<file path="config.mk">
export PLATFORM = sky130hd
export DESIGN_NAME = usb_tx_word_packer
export DESIGN_NICKNAME = d
export VERILOG_FILES = /design/src/rtl/usb_tx_word_packer.sv
export SDC_FILE = /design/constraint.sdc
export NUM_CORES = 1
export LEC_CHECK = 0
export ABC_CLOCK_PERIOD_IN_PS = 16400
export CORE_MARGIN = 1
export CORE_UTILIZATION = 50
export DETAILED_ROUTE_END_ITERATION = 16
export GPL_TIMING_DRIVEN = 0
export HOLD_SLACK_MARGIN = 0.03
export PLACE_DENSITY = 0.75
export SETUP_SLACK_MARGIN = 0.4
export SLEW_MARGIN = 40
export SYNTH_ARGS = -nofsm -noshare
export SYNTH_HDL_FRONTEND = slang
export SYNTH_SLANG_ARGS = --single-unit
</file>
<file path="constraint.sdc">
create_clock -name clk -period 16.4 [get_ports clk]
set_clock_uncertainty 0.05 [all_clocks]
set_input_delay 3.28 -clock clk [delete_from_list [all_inputs] [get_ports clk]]
set_output_delay 3.28 -clock clk [all_outputs]
set_load 0.05 [all_outputs]
</file>
<file path="src/rtl/usb_tx_word_packer.sv">
// Packs an 8-bit byte stream into 32-bit little-endian words with byte enables and
// buffers them in a first-word-fall-through FIFO for the FX3 stream-in writer.
module usb_tx_word_packer #(
    parameter int ADDR_W        = 4,
    parameter int FLUSH_TIMEOUT = 255
) (
    input  logic              clk,
    input  logic              rst_n,
    input  logic [7:0]        in_byte,
    input  logic              in_valid,
    output logic              in_ready,
    input  logic              in_last,
    output logic [31:0]       out_word,
    output logic [3:0]        out_be,
    output logic              out_last,
    output logic              out_valid,
    input  logic              out_ready,
    output logic [ADDR_W:0]   level,
    output logic              overrun,
    input  logic              clr_overrun
);

    localparam int DEPTH   = 1 << ADDR_W;
    localparam int ENTRY_W = 37;
    localparam int CNT_W   = (FLUSH_TIMEOUT > 0) ? $clog2(FLUSH_TIMEOUT + 1) : 1;
    localparam logic [CNT_W-1:0] TIMEOUT_CNT = CNT_W'(FLUSH_TIMEOUT);
    localparam bit   TIMEOUT_EN  = (FLUSH_TIMEOUT != 0);

    // Packer state
    logic [1:0]        lane_reg, lane_next;
    logic [31:0]       pack_reg, pack_next;
    logic [3:0]        be_reg, be_next;
    logic [CNT_W-1:0]  idle_cnt_reg, idle_cnt_next;

    // FIFO state
    logic [ADDR_W:0]   wr_ptr_reg, wr_ptr_next;
    logic [ADDR_W:0]   rd_ptr_reg, rd_ptr_next;
    logic [ENTRY_W-1:0] mem [DEPTH];
    logic              overrun_reg, overrun_next;

    logic              fifo_full;
    logic              fifo_empty;
    logic              flush_pending;
    logic              accept;
    logic              word_done;
    logic              flush_push;
    logic              push;
    logic              pop;
    logic [31:0]       merged_pack;
    logic [3:0]        merged_be;
    logic [ENTRY_W-1:0] push_entry;
    logic [ENTRY_W-1:0] head_entry;

    assign fifo_full  = (wr_ptr_reg[ADDR_W-1:0] == rd_ptr_reg[ADDR_W-1:0]) &&
                        (wr_ptr_reg[ADDR_W] != rd_ptr_reg[ADDR_W]);
    assign fifo_empty = (wr_ptr_reg == rd_ptr_reg);

    assign flush_pending = TIMEOUT_EN && (lane_reg != 2'd0) && (idle_cnt_reg == TIMEOUT_CNT);

    // Ready is withheld whenever the FIFO is full, even for bytes that would only
    // land in the pack register, so a completing byte can never find the FIFO full.
    assign in_ready = !fifo_full && !flush_pending;
    assign accept   = in_valid && in_ready;

    // Pack register with the incoming byte merged into its lane
    generate
        for (genvar gi = 0; gi < 4; gi++) begin : g_lane
            logic lane_hit;
            assign lane_hit = accept && (lane_reg == 2'(gi));
            assign merged_pack[8*gi +: 8] = lane_hit ? in_byte : pack_reg[8*gi +: 8];
            assign merged_be[gi]          = be_reg[gi] | lane_hit;
        end
    endgenerate

    assign word_done  = accept && ((lane_reg == 2'd3) || in_last);
    assign flush_push = flush_pending && !fifo_full;
    assign push       = word_done || flush_push;
    assign pop        = !fifo_empty && out_ready;

    // On a timeout flush no byte is accepted, so the merged values equal the registers.
    assign push_entry = {word_done ? in_last : 1'b0, merged_be, merged_pack};

    always_comb begin
        lane_next     = lane_reg;
        pack_next     = pack_reg;
        be_next       = be_reg;
        idle_cnt_next = idle_cnt_reg;
        if (push) begin
            lane_next     = 2'd0;
            pack_next     = 32'd0;
            be_next       = 4'd0;
            idle_cnt_next = '0;
        end else if (accept) begin
            lane_next     = lane_reg + 2'd1;
            pack_next     = merged_pack;
            be_next       = merged_be;
            idle_cnt_next = '0;
        end else if ((lane_reg != 2'd0) && (idle_cnt_reg != TIMEOUT_CNT)) begin
            idle_cnt_next = idle_cnt_reg + 1'b1;
        end
    end

    always_comb begin
        wr_ptr_next = wr_ptr_reg;
        rd_ptr_next = rd_ptr_reg;
        if (push) begin
            wr_ptr_next = wr_ptr_reg + 1'b1;
        end
        if (pop) begin
            rd_ptr_next = rd_ptr_reg + 1'b1;
        end
    end

    // A new overrun event in the same cycle as a clear keeps the flag set
    always_comb begin
        overrun_next = overrun_reg;
        if (in_valid && !in_ready) begin
            overrun_next = 1'b1;
        end else if (clr_overrun) begin
            overrun_next = 1'b0;
        end
    end

    always_ff @(posedge clk or negedge rst_n) begin
        if (!rst_n) begin
            lane_reg     <= 2'd0;
            pack_reg     <= 32'd0;
            be_reg       <= 4'd0;
            idle_cnt_reg <= '0;
            wr_ptr_reg   <= '0;
            rd_ptr_reg   <= '0;
            overrun_reg  <= 1'b0;
        end else begin
            lane_reg     <= lane_next;
            pack_reg     <= pack_next;
            be_reg       <= be_next;
            idle_cnt_reg <= idle_cnt_next;
            wr_ptr_reg   <= wr_ptr_next;
            rd_ptr_reg   <= rd_ptr_next;
            overrun_reg  <= overrun_next;
        end
    end

    // Storage carries no reset; validity is tracked entirely by the pointers.
    always_ff @(posedge clk) begin
        if (push) begin
            mem[wr_ptr_reg[ADDR_W-1:0]] <= push_entry;
        end
    end

    // Fall-through read: the head entry is visible as soon as it is written
    assign head_entry = mem[rd_ptr_reg[ADDR_W-1:0]];

    assign out_valid = !fifo_empty;
    assign out_word  = fifo_empty ? 32'd0 : head_entry[31:0];
    assign out_be    = fifo_empty ? 4'd0  : head_entry[35:32];
    assign out_last  = fifo_empty ? 1'b0  : head_entry[36];
    assign level     = wr_ptr_reg - rd_ptr_reg;
    assign overrun   = overrun_reg;

endmodule

</file>
==> run metrics, run 1 <==
Placer Congestion=0.8430; Synth area leaders=edfxtp_1, mux4_2, dfrtp_1; period utilisation layout=54.55%; Syn Area/Cell=20.43 sq um; layout cells sized above 1=30.73%; Max-slew headroom=42.20%; TNS Setup=0 ps; final net count=1477; post-placement cell area=28140 sq um; # setup viols final=0; initial antenna violation count=3; most used routing layer in global routing=met2; drt initial violations=1333; proportion of synthesized area in mux cells=16.10%; Post-Synth Simple-Gate Area=2.559%; Initial Util=51.13%; max-slew violations=0; I/O Pins=59; Hold-fix buffers, CTS=0; dominant synthesized flop cell=edfxtp_1; post-synthesis xor/xnor area fraction=0.5805%; pin count of the biggest net entering global routing=32; overall die area=52640 sq um; clk slew on worst S/H paths=70 ps; DR vias=13107; postcts setup bufs=0; cell area after synthesis=25860 sq um; synth-to-layout area growth=16.78%; measured slew at the worst slew-check pin=864.6 ps; Clock Path Buffers=3; hpwl dp=37580 um; Port Buf Inserts=57; DRC viols=0; post-route minimum period=8947 ps; Worst Setup Start Kind=register; R2R Setup Slk=11420 ps; cells on worst reg2reg path=15; Final Cell Area=30200 sq um; Clock Sink Count=649; vias in the first global route=13616; worst setup margin=7453 ps; Peak supply drop=0.4228 mV; yosys warns=0; cts repair resizes=0; row count=82; worst path arrival time=5620 ps; Netlist cell types=54; htree depth=3; die width=229.4 um; total CTS buffers=66; largest family of logic cells by synthesized area=multiplexers; leak pwr=10.46 nW; detailed-route wire length per cell=26.30 um; total wire length=57070 um; synth cell count leaders=edfxtp_1, mux4_2, inv_1, mux2_2, dfrtp_1; PwrDens=192.8 nW/um^2; cell taking the most area after synthesis=edfxtp_1; Hold Crit Class=register to register; CP max FO=10; most common cell in the netlist=edfxtp_1; core area=50580 sq um; Critical Setup Path Class=register to output pin; Root Driver=clkbuf_16; asr flop ratio synth=8.783%; chip height=229.4 um; Routed Antenna Nets=0; adder-cell share of the synthesized area=0.7547%; Critical Path RT=13070 ps; clk_lat worst skew=590 ps; status=finished, final reports clean; RR Startpoint=rd_ptr_reg[1]$_DFFE_PN0P_; CTS tree=yes; Worst Hold Path EP=be_reg[3]$_DFFE_PN0P_; Seq/Total Area, Yosys=74.25%; grt met3 use=4.544%; global-route wire length before repair=85350 um; fmax=111.8 MHz; DP Worst Slack=8092 ps; Post-Synthesis Cells=1266; max-cap violation count=0; grt ovf=0; compound-cell area share of the yosys netlist=3.072%; top cell type's share of synthesized area=68.73%; Setup crit end kind=output pin; syn_nets=1295; EDFF count, synth=592; FF+latch count, synth=649; routing usage on met2=34.67%; Global Route met1 Usage=31.21%; Cells on Worst Hold Path=1; GRT Overall Usage=22.17%; Hold Startpoint=be_reg[3]$_DFFE_PN0P_; Vias per Instance=6.040; RSZ-0062 raised after global routing=false; final hold vios=0; FF-to-FF End=mem[2][17]$_DFFE_PP_; First-pass DRT Iterations=6; max reg flops=592
==> worst max-delay path, cell delays in order (launching register included) <==
cell and delay (ps):
dfrtp_1 490, buf_6 170, buf_4 230, buf_2 350, buf_2 400, inv_1 140, ha_1 340, and4_1 270
nand2_2 180, nand3_1 660, clkbuf_1 530, o221ai_1 380, clkdlybuf4s50_1 880
==> cells in the final DEF, fill, tap and decap left out, types with 7 or more instances in the layout <==
| cell | synthesis | routed |
|---|---|---|
| nor2_4 | 0 | 11 |
| dfrtp_1 | 57 | 57 |
| buf_4 | 2 | 21 |
| and2_1 | 10 | 10 |
| mux2_2 | 65 | 65 |
| o221ai_1 | 29 | 29 |
| clkdlybuf4s50_1 | 0 | 56 |
| edfxtp_1 | 592 | 592 |
| clkbuf_8 | 0 | 7 |
| o221ai_2 | 7 | 7 |
| nand3_1 | 15 | 15 |
| o21a_1 | 7 | 7 |
| clkinv_2 | 0 | 13 |
| nor2_1 | 20 | 8 |
| clkbuf_16 | 0 | 69 |
| buf_2 | 31 | 40 |
| xnor2_1 | 14 | 14 |
| ha_1 | 14 | 14 |
| buf_8 | 0 | 17 |
| clkbuf_1 | 17 | 29 |
| buf_16 | 0 | 10 |
| inv_1 | 87 | 86 |
| a22o_1 | 26 | 26 |
| nand2_1 | 47 | 47 |
| mux4_2 | 148 | 148 |
==> worst max path at each step <==
stage / startpoint / depth (start not counted) / endpoint
after floorplan: in_valid / 4 / mem[3][0]$_DFFE_PP_
after global placement: in_last / 6 / mem[2][13]$_DFFE_PP_
final: rd_ptr_reg[1]$_DFFE_PN0P_ / 12 / out_be[0]
after CTS: rd_ptr_reg[1]$_DFFE_PN0P_ / 12 / out_word[25]
after global routing: rd_ptr_reg[1]$_DFFE_PN0P_ / 12 / out_word[25]
after detailed placement: rd_ptr_reg[1]$_DFFE_PN0P_ / 12 / out_word[25]
==> through the flow <==
step                hold slack (ps)  utilization [%]  cells  power (W)
floorplan                     399.4                -   1266   0.003704
global placement              415.1            53.92   1995   0.004361
detailed placement            420.9            55.63   2052   0.004439
CTS                           437.4            59.70   2169   0.005866
global route                  446.8            59.71   2169   0.006041
finish                        438.0            59.71   2170   0.005822
==> cells by family after synthesis <==
family / after synthesis
multiplexers: 220
buffers and inverters: 149
AO/OA/AOI/OAI: 89
XOR/XNOR: 15
flip-flops: 649
adder cells (fa/ha/maj): 15
AND/OR/NAND/NOR: 129
==> metal layers <==
metal,vias up,wire length (um)
met5,-,21
met4,4,1506
met3,114,4577
met2,576,27300
met1,6929,23670
li1,5484,-
==> area by class of cell <==
type	instances	area, sq um
Fill cell	3462	20380
Sequential cell	649	19200
Multi-Input combinational cell	468	6072
Clock buffer	89	1872
Timing Repair Buffer	114	1330
Tap cell	672	840.8
Buffer	62	367.9
Inverter	87	329.1
Clock inverter	28	185.2
Antenna cell	1	2.502
==> power by group <==
group          internal, W  total, W  leakage, nW  switching [W]
logic             0.000877   0.00229         3.25        0.00141
registers          0.00206   0.00211         6.19      0.0000482
clock network     0.000819   0.00142         1.02       0.000604
total              0.00375   0.00582         10.5        0.00207
No activity file was read; power rests on OpenSTA's default activity.
==> inputs of run 2 (changes only) <==
Settings changed: ABC_CLOCK_PERIOD_IN_PS 16400 to 8400.
Clock period 16.4 ns to 8.4 ns, I/O delays scaled along.
==> results of run 2 <==
Same layout as run 1 (identical final DEF). Status: finished, final reports clean.
Among the figures that moved: setup slack after placement 8092 ps -> 1692 ps; setup slack after layout 7453 ps -> 1053 ps; register-to-register setup slack 11420 ps -> 3420 ps; total power 0.005822 W -> 0.01137 W; worst IR drop on VDD 0.4228 mV -> 0.8254 mV
